<file path="config.mk">
export PLATFORM = sky130hd
export DESIGN_NAME = dpi_pattern_gen
export DESIGN_NICKNAME = d
export VERILOG_FILES = /design/src/rtl/dpi_pattern_gen.sv
export SDC_FILE = /design/constraint.sdc
export NUM_CORES = 1
export LEC_CHECK = 0
export ABC_AREA = 1
export BUFFER_PORTS_ARGS = -buffer_cell sky130_fd_sc_hd__buf_4
export CAP_MARGIN = 25
export CORE_ASPECT_RATIO = 1.1
export CORE_MARGIN = 3
export CORE_UTILIZATION = 55
export CTS_CLUSTER_DIAMETER = 120
export DETAILED_ROUTE_END_ITERATION = 6
export HOLD_SLACK_MARGIN = 0.05
export MAX_ROUTING_LAYER = met4
export PLACE_DENSITY = 0.76
export SLEW_MARGIN = 20
export SYNTH_ARGS = -nofsm -noshare
export SYNTH_HDL_FRONTEND = slang
export SYNTH_SLANG_ARGS = --single-unit
export TNS_END_PERCENT = 100
</file>
<file path="constraint.sdc">
create_clock -name pixelClock -period 1.99 [get_ports pixelClock]
set_input_delay 0.398 -clock pixelClock [delete_from_list [all_inputs] [get_ports pixelClock]]
set_output_delay 0.398 -clock pixelClock [all_outputs]
set_load 0.03 [all_outputs]
</file>
<file path="src/rtl/dpi_pattern_gen.sv">
// DPI/LTDC-style self-timed video source: panel timing plus four test patterns (RGB332).
// Optional macro PATGEN_BORDER_EN adds a 1-pixel white border around the active area.
module dpi_pattern_gen #(
  parameter int   H_ACTIVE  = 1024,
  parameter int   H_FP      = 24,
  parameter int   H_SYNC    = 136,
  parameter int   H_BP      = 160,
  parameter int   V_ACTIVE  = 768,
  parameter int   V_FP      = 3,
  parameter int   V_SYNC    = 6,
  parameter int   V_BP      = 29,
  parameter logic HSYNC_POL = 1'b0,
  parameter logic VSYNC_POL = 1'b0
) (
  input  logic       pixelClock,
  input  logic       reset,
  input  logic       enable,
  input  logic [1:0] patternSel,
  input  logic [7:0] solidColor,
  output logic [7:0] rgbOut,
  output logic       hsync,
  output logic       vsync,
  output logic       de,
  output logic       frameStart
);

  localparam int H_TOTAL = H_ACTIVE + H_FP + H_SYNC + H_BP;
  localparam int V_TOTAL = V_ACTIVE + V_FP + V_SYNC + V_BP;
  localparam int HW      = $clog2(H_TOTAL);
  localparam int VW      = $clog2(V_TOTAL);
  localparam int BAR_W   = H_ACTIVE / 8;

  logic [HW-1:0] h_q, h_d;
  logic [VW-1:0] v_q, v_d;
  logic          frame_odd_q, frame_odd_d;
  logic [1:0]    pat_q, pat_d;
  logic          run_q, run_d;
  logic [7:0]    rgb_q, rgb_d;
  logic          hsync_q, hsync_d, vsync_q, vsync_d, de_q, de_d, fs_q, fs_d;

  logic [31:0]   h_ext_s, v_ext_s;
  logic [1:0]    pat_s;
  logic          active_s;
  logic [7:0]    pix_s;

  function automatic logic [7:0] bar_color(input logic [2:0] idx);
    logic [7:0] c;
    case (idx)
      3'd0:    c = 8'hFF;
      3'd1:    c = 8'h1F;
      3'd2:    c = 8'hF8;
      3'd3:    c = 8'h18;
      3'd4:    c = 8'hE7;
      3'd5:    c = 8'h07;
      3'd6:    c = 8'hE0;
      default: c = 8'h00;
    endcase
    return c;
  endfunction

  // Pixel colour for the current counter position; a new selection applies from pixel (0,0).
  always_comb begin
    h_ext_s  = 32'(h_q);
    v_ext_s  = 32'(v_q);
    pat_s    = ((h_q == '0) && (v_q == '0)) ? patternSel : pat_q;
    active_s = (h_ext_s < H_ACTIVE) && (v_ext_s < V_ACTIVE);
    case (pat_s)
      2'd0:    pix_s = solidColor;
      2'd1:    pix_s = bar_color(3'(h_ext_s / BAR_W));
      // Square (0,0) of an even frame is white.
      2'd2:    pix_s = (h_ext_s[5] ^ v_ext_s[5] ^ frame_odd_q) ? 8'h00 : 8'hFF;
      default: pix_s = h_ext_s[7:0];
    endcase
`ifdef PATGEN_BORDER_EN
    if ((h_ext_s == 32'd0) || (h_ext_s == H_ACTIVE - 1) ||
        (v_ext_s == 32'd0) || (v_ext_s == V_ACTIVE - 1)) begin
      pix_s = 8'hFF;
    end else begin
      pix_s = pix_s;
    end
`endif
  end

  // Next-state: counters advance only once a cycle of enable has parked them at the origin.
  always_comb begin
    h_d         = h_q;
    v_d         = v_q;
    frame_odd_d = frame_odd_q;
    pat_d       = pat_q;
    run_d       = run_q;
    rgb_d       = 8'h00;
    de_d        = 1'b0;
    fs_d        = 1'b0;
    hsync_d     = ~HSYNC_POL;
    vsync_d     = ~VSYNC_POL;
    if (!enable) begin
      h_d   = '0;
      v_d   = '0;
      run_d = 1'b0;
    end else if (!run_q) begin
      h_d   = '0;
      v_d   = '0;
      run_d = 1'b1;
    end else begin
      pat_d   = pat_s;
      de_d    = active_s;
      fs_d    = (h_q == '0) && (v_q == '0);
      rgb_d   = active_s ? pix_s : 8'h00;
      hsync_d = ((h_ext_s >= H_ACTIVE + H_FP) && (h_ext_s < H_ACTIVE + H_FP + H_SYNC))
                ? HSYNC_POL : ~HSYNC_POL;
      vsync_d = ((v_ext_s >= V_ACTIVE + V_FP) && (v_ext_s < V_ACTIVE + V_FP + V_SYNC))
                ? VSYNC_POL : ~VSYNC_POL;
      if (h_ext_s == H_TOTAL - 1) begin
        h_d = '0;
        if (v_ext_s == V_TOTAL - 1) begin
          v_d         = '0;
          frame_odd_d = ~frame_odd_q;
        end else begin
          v_d = v_q + VW'(1);
        end
      end else begin
        h_d = h_q + HW'(1);
      end
    end
  end

  // State and output registers.
  always_ff @(posedge pixelClock or posedge reset) begin
    if (reset) begin
      h_q         <= '0;
      v_q         <= '0;
      frame_odd_q <= 1'b0;
      pat_q       <= 2'd0;
      run_q       <= 1'b0;
      rgb_q       <= 8'h00;
      de_q        <= 1'b0;
      fs_q        <= 1'b0;
      hsync_q     <= ~HSYNC_POL;
      vsync_q     <= ~VSYNC_POL;
    end else begin
      h_q         <= h_d;
      v_q         <= v_d;
      frame_odd_q <= frame_odd_d;
      pat_q       <= pat_d;
      run_q       <= run_d;
      rgb_q       <= rgb_d;
      de_q        <= de_d;
      fs_q        <= fs_d;
      hsync_q     <= hsync_d;
      vsync_q     <= vsync_d;
    end
  end

  assign rgbOut     = rgb_q;
  assign hsync      = hsync_q;
  assign vsync      = vsync_q;
  assign de         = de_q;
  assign frameStart = fs_q;

endmodule
</file>
Word level (Yosys, flattened, before mapping)
Cells that the tools add are included.
W data, S select, Z words.
{"block": "totals", "ff_bits": 37, "output_inout_bits": 12, "word_cells": 67}
{"block": "classes", "addsub": 2, "n_lt_le_gt_ge": 6, "n_eq_ne": 11, "n_mux": 25, "bitwise_logic": 3, "reduce_logical": 10}
{"operator": "$pmux W8 S7", "n": 1}
{"operator": "$mux W10", "n": 4}
{"operator": "$mux W11", "n": 3}
{"operator": "$mux W8", "n": 4}
{"operator": "$pmux W8 S3", "n": 1}
{"operator": "$lt A11 B11 Y1 const B", "n": 2}
{"operator": "$lt A10 B10 Y1 const B", "n": 2}
{"operator": "$add A11 B1 Y11 const B", "n": 1}
{"operator": "$eq A11 B11 Y1 const B", "n": 1}
{"operator": "$ge A11 B11 Y1 const B", "n": 1}
{"operator": "$logic_not A11 Y1", "n": 1}
{"operator": "$mux W1", "n": 11}
{"operator": "$add A10 B1 Y10 const B", "n": 1}
{"operator": "$eq A10 B10 Y1 const B", "n": 1}
{"operator": "$ge A10 B10 Y1 const B", "n": 1}
{"operator": "$logic_not A10 Y1", "n": 1}
{"operator": "$eq A3 B3 Y1 const B", "n": 3}
{"operator": "$eq A3 B2 Y1 const B", "n": 2}
{"operator": "$logic_and A1 B1 Y1", "n": 4}
{"operator": "$reduce_and A4 Y1", "n": 1}
{"operator": "$eq A3 B1 Y1 const B", "n": 1}
{"operator": "$logic_not A3 Y1", "n": 1}
{"operator": "$ne A3 B2 Y1 const B", "n": 1}
{"operator": "$eq A2 B1 Y1 const B", "n": 1}
{"operator": "other kinds (6)", "n": 7}

Logic depth before layout (Yosys ltp)
Gate-level depths: netlist (run 1).
{"block": "depth", "depth_word": 8, "ltp_mapped": 14, "ltp_nobuf": 13}

Worst setup path before layout (run 1)
Ideal clock, no wire load.
{"block": "synth_timing", "path_type": "reg2reg", "start": "reg v_q[0]", "end": "reg rgb_q[6], in the netlist rgbOut[6]", "arrival_ns": 1.560, "required_time_ns": 1.871, "path_slack_ns": 0.311, "path_stages_with_launch": 13, "path_cell_list": "dfrtp_1 -> inv_1 -> ha_1 -> nand3_1 -> nor2_1 -> nand3_2 -> nand2_1 -> nand2_2 -> nand2_4 -> buf_8 -> nand2_1 -> nor2_1 -> nor2_1"}
{"block": "synth_between", "elab_chain_len": 8, "elab_cells_between_ends": 12, "classes_between": "1 x order compare; 2 x eq/ne; 5 x mux; 4 x reduce/logical"}
{"item": "start, declared", "line": "34", "rtl": "logic [VW-1:0] v_q, v_d;"}
{"item": "start signal, assigned", "line": "142", "rtl": "v_q <= v_d;"}
{"item": "$logic_not A10 Y1", "line": "65", "rtl": "pat_s = ((h_q == '0) && (v_q == '0)) ? patternSel : pat_q;"}
{"item": "$logic_and A1 B1 Y1", "line": "65"}
{"item": "$mux W2", "line": "65"}
{"item": "$eq A2 B2 Y1 (tied with other cells)", "line": "67", "rtl": "case (pat_s)"}
{"item": "$pmux W8 S3", "line": "67"}
{"item": "$mux W8 *", "line": "108", "rtl": "rgb_d = active_s ? pix_s : 8'h00;"}
{"item": "$mux W8 *", "line": "100", "rtl": "end else if (!run_q) begin"}
{"item": "$mux W8 *", "line": "96", "rtl": "if (!enable) begin"}
{"item": "via rgb_d[6]", "line": "38", "rtl": "logic [7:0] rgb_q, rgb_d;"}
{"item": "end signal, assigned", "line": "146", "rtl": "rgb_q <= rgb_d;"}
{"item": "end, declared", "line": "38"}
Mark *: on every way through the listed nets, which the timed path passes. The rest lies on a longest branch.
A chain may end at the register's enable or synchronous reset.

Final worst setup path (run 1)
{"block": "layout_timing", "start": "reg h_q[0]", "end": "reg rgb_q[3], in the netlist rgbOut[3]"}
{"block": "layout_between", "elab_chain_len": 8, "elab_cells_between_ends": 12, "classes_between": "1 x order compare; 2 x eq/ne; 5 x mux; 4 x reduce/logical"}
{"item": "start, declared", "line": "33", "rtl": "logic [HW-1:0] h_q, h_d;"}
{"item": "start signal, assigned", "line": "130", "rtl": "h_q <= '0;"}
{"item": "start signal, assigned", "line": "141", "rtl": "h_q <= h_d;"}
{"item": "$logic_not A11 Y1", "line": "65"}
{"item": "$logic_and A1 B1 Y1", "line": "65"}
{"item": "$mux W2", "line": "65"}
{"item": "$eq A2 B2 Y1 (tied with other cells)", "line": "67"}
{"item": "$pmux W8 S3", "line": "67"}
{"item": "$mux W8 *", "line": "108"}
{"item": "$mux W8 *", "line": "100"}
{"item": "$mux W8 *", "line": "96"}
{"item": "via rgb_d[3]", "line": "38"}
Marked as above.

==> results of run 1 <==
==> state kept, by name, summed over array words and instances (netlist names) <==
register     flops
de               1
frameStart       1
frame_odd_q      1
h_q             11
hsync            1
pat_q            2
rgbOut           8
run_q            1
v_q             10
vsync            1
==> power groups by stage <==
stage | Sequential (mW) | Combinational (mW) | Clock (mW)
global route | 0.828 | 0.604 | 0.708
CTS | 0.820 | 0.471 | 0.673
detailed placement | 0.834 | 0.468 | 0
global placement | 0.833 | 0.460 | 0
finish | 0.822 | 0.544 | 0.672
floorplan | 0.888 | 0.299 | 0
==> through the flow <==
stage            util  area (um2)  hold WS (ns)  std cells  worst slack [ns]
6_report       0.7171        2641        0.2111        373            0.1051
5_1_grt        0.7171        2641        0.2176        373          -0.03230
4_1_cts        0.6902        2542        0.2136        369          0.005946
3_5_place_dp   0.6590        2427        0.4809        361           0.02670
3_3_place_gp   0.6590        2427        0.4655        361           0.05301
2_1_floorplan       -        2115        0.4294        276            0.3110
==> what timing repair did <==
action | CTS | global route
setup endpoints to repair | 0 | 28
gates resized for setup | 0 | 17
setup buffers | 0 | 2
==> cells in the final DEF (no fill, tap or decap), types with 2 or more instances in the layout <==
master and n:
nor2_1 51, nand2_1 44, buf_4 42, dfrtp_1 35
inv_1 30, nand3_1 16, o21ai_0 12, a21oi_1 10
nand4_1 9, o21ai_1 9, nor3_1 9, nand2_2 6
nand2_4 6, ha_1 6, nand3_2 5, clkbuf_8 5
xor2_1 4, inv_2 3, nor2_2 2, nor3b_1 2
o21a_1 2, dfstp_2 2
==> layer usage <==
layer	up-vias	share of wire	global-route usage	wire [um]
met1	923	0.40	0.2713	2009
met2	48	0.53	0.3989	2660
met5	-	0	-	0
li1	989	-	-	-
met4	0	0.022	0.09217	109
met3	11	0.048	0.05238	239
==> path summary, 6_finish.rpt <==
kind | end | start | slack (ns)
min | frame_odd_q$_DFFE_PP0P_ | reset | 0.21
max reg2reg | rgbOut[3]$_DFF_PP0_ | h_q[0]$_DFF_PP0_ | 0.11
max | rgbOut[3]$_DFF_PP0_ | h_q[0]$_DFF_PP0_ | 0.11
min reg2reg | frame_odd_q$_DFFE_PP0P_ | frame_odd_q$_DFFE_PP0P_ | 0.49
min in group pixelClock | run_q$_DFF_PP0_ | enable | 0.22
max in group asynchronous | vsync$_DFF_PP1_ | reset | 1.42
==> final cells by class <==
| type | instances | area (um2) |
|---|---|---|
| Inverter | 33 | 123.9 |
| Sequential cell | 37 | 928.4 |
| Clock buffer | 5 | 68.82 |
| Tap cell | 50 | 62.56 |
| Timing Repair Buffer | 42 | 315.3 |
| Multi-Input combinational cell | 203 | 1096 |
| Fill cell | 315 | 1042 |
| Clock inverter | 3 | 46.29 |
==> cell families after synthesis <==
kind of cell	Yosys count
AND/OR/NAND/NOR	152
AO/OA/AOI/OAI	38
buffers and inverters	38
flip-flops	37
adder cells (fa/ha/maj)	6
XOR/XNOR	5
==> critical path, stage by stage, from the launching register on <==
cell	delay (ns)
dfrtp_1	0.43
inv_2	0.08
ha_1	0.14
inv_1	0.04
nor2_1	0.09
nand2_1	0.09
nor2_4	0.20
nand3_2	0.14
nand2_2	0.11
nand2_4	0.10
nand2_4	0.13
o21ai_1	0.08
nor2_1	0.18
==> flow_metrics.env, run 1 <==
export IMPL_area_delta_synth_final_pct=24.91
export IMPL_grt_usage=0.2359
export IMPL_synthDistinctLibCells=33
export IMPL_synth_area_top_cells="dfrtp_1 (41%), nor2_1 (9.2%), nand2_1 (8.9%)"
export IMPL_synth_compound_area_frac=0.1006
export IMPL_ant_nets=0
export IMPL_synth_most_common_cell="nor2_1"
export IMPL_critPathKind="flop to flop"
export IMPL_grt_max_degree=38
export IMPL_ys_seq_area_frac=0.4391
export IMPL_grt_ovfl_total=0
export IMPL_crit_fanout=8
export IMPL_min_period_ns=1.885
export IMPL_synth_top_family_by_area="simple AND/OR/NAND/NOR gates"
export IMPL_grt_pass1_wl_um=8231
export IMPL_drt_iter0_drc=143
export IMPL_fin_nets=341
export IMPL_dp_hpwl_um=3537
export IMPL_switchingPower_mw=0.6742
export IMPL_swShare=0.3307
export IMPL_synth_adder_area_share=0.03550
export IMPL_syn_inst=276
export IMPL_synth_area_per_cell_um2=7.661
export IMPL_synth_edff_count=0
export IMPL_startpoint_type="flop"
export IMPL_p_int_mw=1.365
export IMPL_clockRootBuffer="clkbuf_8"
export IMPL_core_rowCount=23
export IMPL_max_slew_margin=0.6403
export IMPL_ir_drop_v=0.0004787
export IMPL_die_h_um=71.03
export IMPL_outcome="finished clean"
export IMPL_wl_per_cell_um=13.45
export IMPL_max_cap_viol_count=0
export IMPL_p_seq_frac=0.403
export IMPL_cts_inserted_buffers=5
export IMPL_synth_top_area_frac=0.4142
export IMPL_synthTopCellsByCount="nor2_1 (52), nand2_1 (50), dfrtp_1 (35)"
export IMPL_clock_sinks=37
export IMPL_power_total_mw=2.039
export IMPL_fmax_mhz=530.5
export IMPL_drive_gt1_frac=0.2415
export IMPL_netlist_top_cell_by_area="dfrtp_1"
export IMPL_synthFlopType="dfrtp_1"
export IMPL_synth_xor_area_frac=0.02071
export IMPL_critical_path_required_ns=2.22
export IMPL_initial_core_util=0.5740
export IMPL_leakage_nw=1.327
export IMPL_finalCritPeriodShare=0.9472
export IMPL_grt_pass1_vias=1860
export IMPL_firstDrtPassIters=5
export IMPL_vias_per_cell=5.284
export IMPL_drv_slew=0
export IMPL_hold_viol=0
export IMPL_clk_path_buf_depth=2
export IMPL_ys_seq_elements=37
export IMPL_htree_levels=2
export IMPL_setup_tns_ns=0
export IMPL_die_area_um2=4625
export IMPL_p_per_area_nw_per_um2=771.9
export IMPL_ctsHoldBuffers=0
export IMPL_hold_path_class="input pin to asynchronous set/reset pin"
export IMPL_ys_async_sr_fraction=1.000
export IMPL_portBuffers=24
export IMPL_num_io_pins=25
export IMPL_route_detailed_drc=0
export IMPL_grt_antenna_before_repair=0
export IMPL_fin_skew_ns=0.006742
export IMPL_worstSkewPairLatency_ns=0.30
export IMPL_combPwrFrac=0.267
export IMPL_cts_tree="done"
export IMPL_diodes=0
export IMPL_num_vias=1971
export IMPL_die_x_um=65.12
export IMPL_synth_area_um2=2115
export IMPL_synth_warnings=0
export IMPL_end_kind="flop"
export IMPL_tightest_slew_ns=0.5375
export IMPL_arrival_ns=2.11
export IMPL_power_frac_clock=0.330
export IMPL_syn_nets=295
export IMPL_r2r_cells=12
export IMPL_clk_pin_slew_ns=0.08
export IMPL_setup_viol=0
export IMPL_muxShareOfSynthArea=0
export IMPL_totalWireLength_um=5018
export IMPL_gp_congestion=0.8938
export IMPL_synthSimpleGateAreaFrac=0.3219
export IMPL_core_area_um2=3684
Note: power is estimated with default switching activity, not from simulation.
==> run 2, diff against run 1 <==
--- a/config.mk
+++ b/config.mk
@@ -13,9 +13,11 @@
 export CORE_UTILIZATION = 55
 export CTS_CLUSTER_DIAMETER = 120
 export DETAILED_ROUTE_END_ITERATION = 6
+export GPL_TIMING_DRIVEN = 0
 export HOLD_SLACK_MARGIN = 0.05
 export MAX_ROUTING_LAYER = met4
 export PLACE_DENSITY = 0.76
+export REMOVE_ABC_BUFFERS = 1
 export SLEW_MARGIN = 20
 export SYNTH_ARGS = -nofsm -noshare
 export SYNTH_HDL_FRONTEND = slang
==> flow_metrics.env, run 2 (same netlist as run 1, synthesis figures left out) <==
export IMPL_drv_slew=0
export IMPL_die_x_um=65.12
export IMPL_crit_fanout=6
export IMPL_fin_skew_ns=0.005062
export IMPL_drive_gt1_frac=0.2605
export IMPL_clock_sinks=37
export IMPL_critPathKind="flop to flop"
export IMPL_swShare=0.3186
export IMPL_min_period_ns=1.920
export IMPL_initial_core_util=0.5740
export IMPL_end_kind="flop"
export IMPL_fmax_mhz=520.8
export IMPL_vias_per_cell=5.371
export IMPL_p_int_mw=1.502
export IMPL_die_h_um=71.03
export IMPL_hold_path_class="input pin to flop"
export IMPL_totalWireLength_um=5054
export IMPL_regMostFlops="h_q"
export IMPL_rsz0062_at_grt="yes"
export IMPL_drt_iter0_drc=139
export IMPL_worstSkewPairLatency_ns=0.29
export IMPL_clk_pin_slew_ns=0.08
export IMPL_core_area_um2=3684
export IMPL_dp_hpwl_um=3106
export IMPL_cts_inserted_buffers=5
export IMPL_final_common_cell="nor2_1"
export IMPL_area_delta_synth_final_pct=25.74
export IMPL_critical_path_required_ns=2.21
export IMPL_mostFrequentLayoutCells="nor2_1 (46), nand2_1 (43), dfrtp_1 (35)"
export IMPL_startpoint_type="flop"
export IMPL_power_total_mw=2.204
export IMPL_hold_ws_ns=0.2225
export IMPL_ir_drop_v=0.0005340
export IMPL_max_slew_margin=0.4873
export IMPL_place_area_um2=2307
export IMPL_firstDrtPassIters=4
export IMPL_utilization=0.7218
export IMPL_clk_path_buf_depth=2
export IMPL_largest_register_ffs=11
export IMPL_num_io_pins=25
export IMPL_gp_congestion=0.9530
export IMPL_grt_max_degree=38
export IMPL_finalCritPeriodShare=0.9649
export IMPL_ant_nets=0
export IMPL_p_seq_frac=0.374
export IMPL_wl_per_cell_um=14.00
export IMPL_htree_levels=2
export IMPL_num_vias=1939
export IMPL_arrival_ns=2.14
export IMPL_fin_nets=329
export IMPL_ctsHoldBuffers=0
export IMPL_grt_antenna_before_repair=0
export IMPL_outcome="finished clean"
export IMPL_setup_tns_ns=0
export IMPL_diodes=0
export IMPL_clockRootBuffer="clkbuf_8"
export IMPL_route_detailed_drc=0
export IMPL_switchingPower_mw=0.7023
export IMPL_max_cap_viol_count=0
export IMPL_leakage_nw=1.283
export IMPL_core_rowCount=23
export IMPL_power_frac_clock=0.351
export IMPL_grt_usage=0.2245
export IMPL_hold_viol=0
export IMPL_r2r_setup_slack_ns=0.07
export IMPL_grt_pass1_wl_um=7748
export IMPL_grt_pass1_vias=1796
export IMPL_tightest_slew_ns=0.7679
export IMPL_fillers=284
export IMPL_grt_ovfl_total=0
export IMPL_cts_tree="done"
export IMPL_die_area_um2=4625
export IMPL_portBuffers=24
export IMPL_final_area_um2=2659
export IMPL_setup_viol=0
export IMPL_combPwrFrac=0.275
export IMPL_p_per_area_nw_per_um2=829.1
==> run 2: cell types whose count changed in the layout (fill, tap and decap cells not counted), sizes merged <==
cell | before | now
clkinvlp | 1 | 0
bufinv | 1 | 2
buf | 42 | 30
==> run 2: worst max-delay path, stage by stage, from the launching register on <==
cell and delay [ns]:
dfrtp_1 0.43, inv_2 0.10, ha_4 0.12, inv_2 0.03, nor2_4 0.09, nand2_2 0.07, nor2_4 0.20, buf_6 0.13
nand4_1 0.12, nand2_4 0.19, nand3_4 0.13, nand2_4 0.11, nor2_1 0.04, nor2_1 0.09
==> run 2: what timing repair did <==
| item | CTS | global route |
|---|---|---|
| buffers inserted | 0 | 6 |
| endpoints found under the setup margin | 20 | 11 |
| pin swaps | 0 | 10 |
| gates cloned | 0 | 2 |
| gates resized for setup | 3 | 36 |
| hold endpoints to repair | 0 | 0 |
==> run 2: per-stage QoR <==
stage	std cells	worst slack [ns]
floorplan	271	0.1950
global placement	345	-0.2615
detailed placement	345	-0.2672
CTS	353	0.03771
global route	361	-0.07228
finish	361	0.06983
==> run 2: area by class of cell <==
| cell class | count | area, um2 | share of cell area |
|---|---|---|---|
| well taps | 50 | 62.56 | 0.02353 |
| clock buffers | 5 | 68.82 | 0.02588 |
| clock inverters | 3 | 65.06 | 0.02447 |
| multi-input cells | 203 | 1181 | 0.4442 |
| repair buffers | 30 | 229.0 | 0.08612 |
| flip-flops and latches | 37 | 928.4 | 0.3492 |
| inverters | 33 | 123.9 | 0.04659 |
==> run 2: final timing paths <==
check | startpoint | end | cells past startpoint
max | h_q[0]$_DFF_PP0_ | rgbOut[0]$_DFF_PP0_ | 13
min | enable | run_q$_DFF_PP0_ | 1
max reg2reg | h_q[0]$_DFF_PP0_ | rgbOut[0]$_DFF_PP0_ | 13
min reg2reg | frame_odd_q$_DFFE_PP0P_ | frame_odd_q$_DFFE_PP0P_ | 1
max in group asynchronous | reset | h_q[3]$_DFF_PP0_ | 2
min in group asynchronous | reset | pat_q[0]$_DFFE_PP0P_ | 2
==> run 2: routing by layer <==
| layer | global-route usage | up-vias | wire (um) | share of wire |
|---|---|---|---|---|
| met1 | 0.2642 | 884 | 2047 | 0.41 |
| li1 | - | 969 | - | - |
| met2 | 0.3648 | 72 | 2610 | 0.52 |
| met3 | 0.05556 | 14 | 296 | 0.059 |
| met4 | 0.09677 | 0 | 99 | 0.020 |
| met5 | - | - | 0 | 0 |
==> run 2: power by group through the flow <==
stage	clock network [mW]	logic, mW	registers, mW
global route	0.823	0.664	0.829
floorplan	0	0.270	0.888
global placement	0	0.443	0.836
detailed placement	0	0.448	0.835
CTS	0.781	0.455	0.821
finish	0.774	0.606	0.825
==> run 3, diff against run 2 <==
--- a/config.mk
+++ b/config.mk
@@ -6,13 +6,14 @@
 export NUM_CORES = 1
 export LEC_CHECK = 0
 export ABC_AREA = 1
-export BUFFER_PORTS_ARGS = -buffer_cell sky130_fd_sc_hd__buf_4
+export BUFFER_PORTS_ARGS = -buffer_cell sky130_fd_sc_hd__buf_2
 export CAP_MARGIN = 25
-export CORE_ASPECT_RATIO = 1.1
+export CORE_ASPECT_RATIO = 1.5
 export CORE_MARGIN = 3
 export CORE_UTILIZATION = 55
 export CTS_CLUSTER_DIAMETER = 120
 export DETAILED_ROUTE_END_ITERATION = 6
+export GPL_ROUTABILITY_DRIVEN = 0
 export GPL_TIMING_DRIVEN = 0
 export HOLD_SLACK_MARGIN = 0.05
 export MAX_ROUTING_LAYER = met4
==> flow_metrics.env, run 3 (same netlist as run 1, synthesis figures left out) <==
export IMPL_outcome="finished clean"
export IMPL_p_seq_frac=0.424
export IMPL_max_cap_viol_count=0
export IMPL_grt_antenna_before_repair=0
export IMPL_detailedPlace_worstSlack_ns=-0.3160
export IMPL_rsz0062_at_grt="yes"
export IMPL_area_delta_synth_final_pct=22.78
export IMPL_core_rowCount=27
export IMPL_die_h_um=81.94
export IMPL_arrival_ns=2.16
export IMPL_leakage_nw=1.256
export IMPL_r2r_start="h_q[1]$_DFF_PP0_"
export IMPL_dp_hpwl_um=3512
export IMPL_grt_max_degree=38
export IMPL_critical_path_required_ns=2.21
export IMPL_drv_slew=0
export IMPL_ant_nets=0
export IMPL_grtUsageMet1=0.2084
export IMPL_busiest_layer="met2"
export IMPL_regMostFlops="h_q"
export IMPL_combPwrFrac=0.316
export IMPL_clk_path_buf_depth=2
export IMPL_r2r_setup_slack_ns=0.05
export IMPL_grt_use_met2=0.4456
export IMPL_cts_tree="done"
export IMPL_power_total_mw=1.944
export IMPL_core_area_um2=3682
export IMPL_ir_drop_v=0.0007077
export IMPL_fmax_mhz=516.5
export IMPL_slowest_delay_ns=0.40
export IMPL_fin_nets=330
export IMPL_worst_path_buf_inv=3
export IMPL_hold_path_class="input pin to flop"
export IMPL_final_common_cell="nor2_1"
export IMPL_initial_core_util=0.5742
export IMPL_tightest_slew_ns=0.7922
export IMPL_die_x_um=56.63
export IMPL_hold_ws_ns=0.2386
export IMPL_power_frac_clock=0.261
export IMPL_firstDrtPassIters=4
export IMPL_hold_end="run_q$_DFF_PP0_"
export IMPL_path_cells="inv_2 > ha_4 > inv_2 > nor2_4 > nand2_2 > nor2_4 > buf_6 > nand4_1 > nand2_8 > nand3_4 > nand2_4 > nor2_2 > nor2_1"
export IMPL_hold_viol=0
export IMPL_utilization=0.7051
export IMPL_worstHoldStart="enable"
export IMPL_setup_tns_ns=0
export IMPL_holdPathStages=1
export IMPL_htree_levels=2
export IMPL_grt_ovfl_total=0
export IMPL_num_io_pins=25
export IMPL_mostFrequentLayoutCells="nor2_1 (47), nand2_1 (35), dfrtp_1 (35)"
export IMPL_clk_pin_slew_ns=0.07
export IMPL_grt_usage=0.2281
export IMPL_r2r_cells=13
export IMPL_grt_pass1_vias=1856
export IMPL_end_kind="flop"
export IMPL_clockRootBuffer="clkbuf_8"
export IMPL_switchingPower_mw=0.7057
export IMPL_largest_register_ffs=11
export IMPL_setup_viol=0
export IMPL_drive_gt1_frac=0.2949
export IMPL_p_int_mw=1.239
export IMPL_swShare=0.3629
export IMPL_num_vias=1971
export IMPL_r2r_end="rgbOut[0]$_DFF_PP0_"
export IMPL_startpoint_type="flop"
export IMPL_route_detailed_drc=0
export IMPL_crit_family="simple AND/OR/NAND/NOR gates"
export IMPL_diodes=0
export IMPL_max_slew_margin=0.4711
export IMPL_globalRouteMet3Util=0.04717
export IMPL_cp_slowest_cell="dfrtp_1"
export IMPL_totalWireLength_um=5223
export IMPL_drt_iter0_drc=67
export IMPL_finalCritPeriodShare=0.9728
export IMPL_min_period_ns=1.936
export IMPL_crit_fanout=7
export IMPL_grt_pass1_wl_um=7776
export IMPL_setup_slack_ns=0.05406
export IMPL_clock_sinks=37
export IMPL_fillers=324
export IMPL_p_per_area_nw_per_um2=748.9
export IMPL_fin_skew_ns=0.005692
export IMPL_critPathKind="flop to flop"
export IMPL_vias_per_cell=5.552
export IMPL_portBuffers=24
export IMPL_worstSkewPairLatency_ns=0.29
export IMPL_cts_inserted_buffers=5
export IMPL_die_area_um2=4640
export IMPL_wl_per_cell_um=14.71
[run 3: cell count changes in the layout (fill, tap and decap cells not counted), sizes merged]
cell and change:
clkinv +1, clkbuf +1, bufinv -2, nand2 +1
[run 3: worst reg2reg max path, cell delays in order (launching register included)]
cell	delay, ns
dfrtp_1	0.40
inv_2	0.09
ha_4	0.13
inv_2	0.04
nor2_4	0.12
nand2_2	0.07
nor2_4	0.19
buf_6	0.12
nand4_1	0.19
nand2_8	0.19
nand3_4	0.09
nand2_4	0.09
nor2_2	0.05
nor2_1	0.11
[run 3: worst max-delay path by stage]
stage                     slack (ns)                from             endpoint  depth (start not counted)
after floorplan                 0.20    h_q[0]$_DFF_PP0_   v_q[7]$_DFFE_PP0P_                          9
after global placement         -0.26    h_q[0]$_DFF_PP0_   v_q[2]$_DFFE_PP0P_                         11
after detailed placement       -0.32    h_q[0]$_DFF_PP0_   v_q[2]$_DFFE_PP0P_                         11
after CTS                       0.03  v_q[1]$_DFFE_PP0P_  rgbOut[4]$_DFF_PP0_                         11
after global routing           -0.06    h_q[0]$_DFF_PP0_  rgbOut[0]$_DFF_PP0_                         13
final                           0.05    h_q[1]$_DFF_PP0_  rgbOut[0]$_DFF_PP0_                         13
[run 3: timing repair]
action                     CTS  global route
buffers inserted             2             4
cloned                       0             3
hold endpoints to repair     0             0
pin swaps                    1            17
hold buffers                 0             0
setup endpoints to repair   22            12
gates resized for setup      7            46
[run 3: power groups by stage]
| stage | combinational, mW | clock [mW] | sequential, mW |
|---|---|---|---|
| floorplan | 0.270 | 0 | 0.888 |
| global placement | 0.432 | 0 | 0.833 |
| detailed placement | 0.441 | 0 | 0.835 |
| CTS | 0.466 | 0.515 | 0.821 |
| global route | 0.675 | 0.548 | 0.828 |
| finish | 0.613 | 0.507 | 0.824 |
[run 3: final cells by class]
type,count,area (um2),area share
clock inverter,2,10.01,0.003855
timing repair buffer,30,168.9,0.06506
multi-input combinational,204,1239,0.4771
tap,43,53.80,0.02072
clock buffer,6,72.57,0.02795
inverter,33,123.9,0.04771
sequential,37,928.4,0.3576
[run 3: stage by stage]
stage                     area, um2  std cells
final                          2596        355
after global routing           2596        355
after CTS                      2364        348
after detailed placement       2238        338
after global placement         2238        338
after floorplan                2064        271
[run 3: metal layers]
layer  vias up  part of all wire
met3         8             0.040
met4         0             0.023
met1       943              0.36
met2        47              0.58
li1        973                 -
met5         -                 0
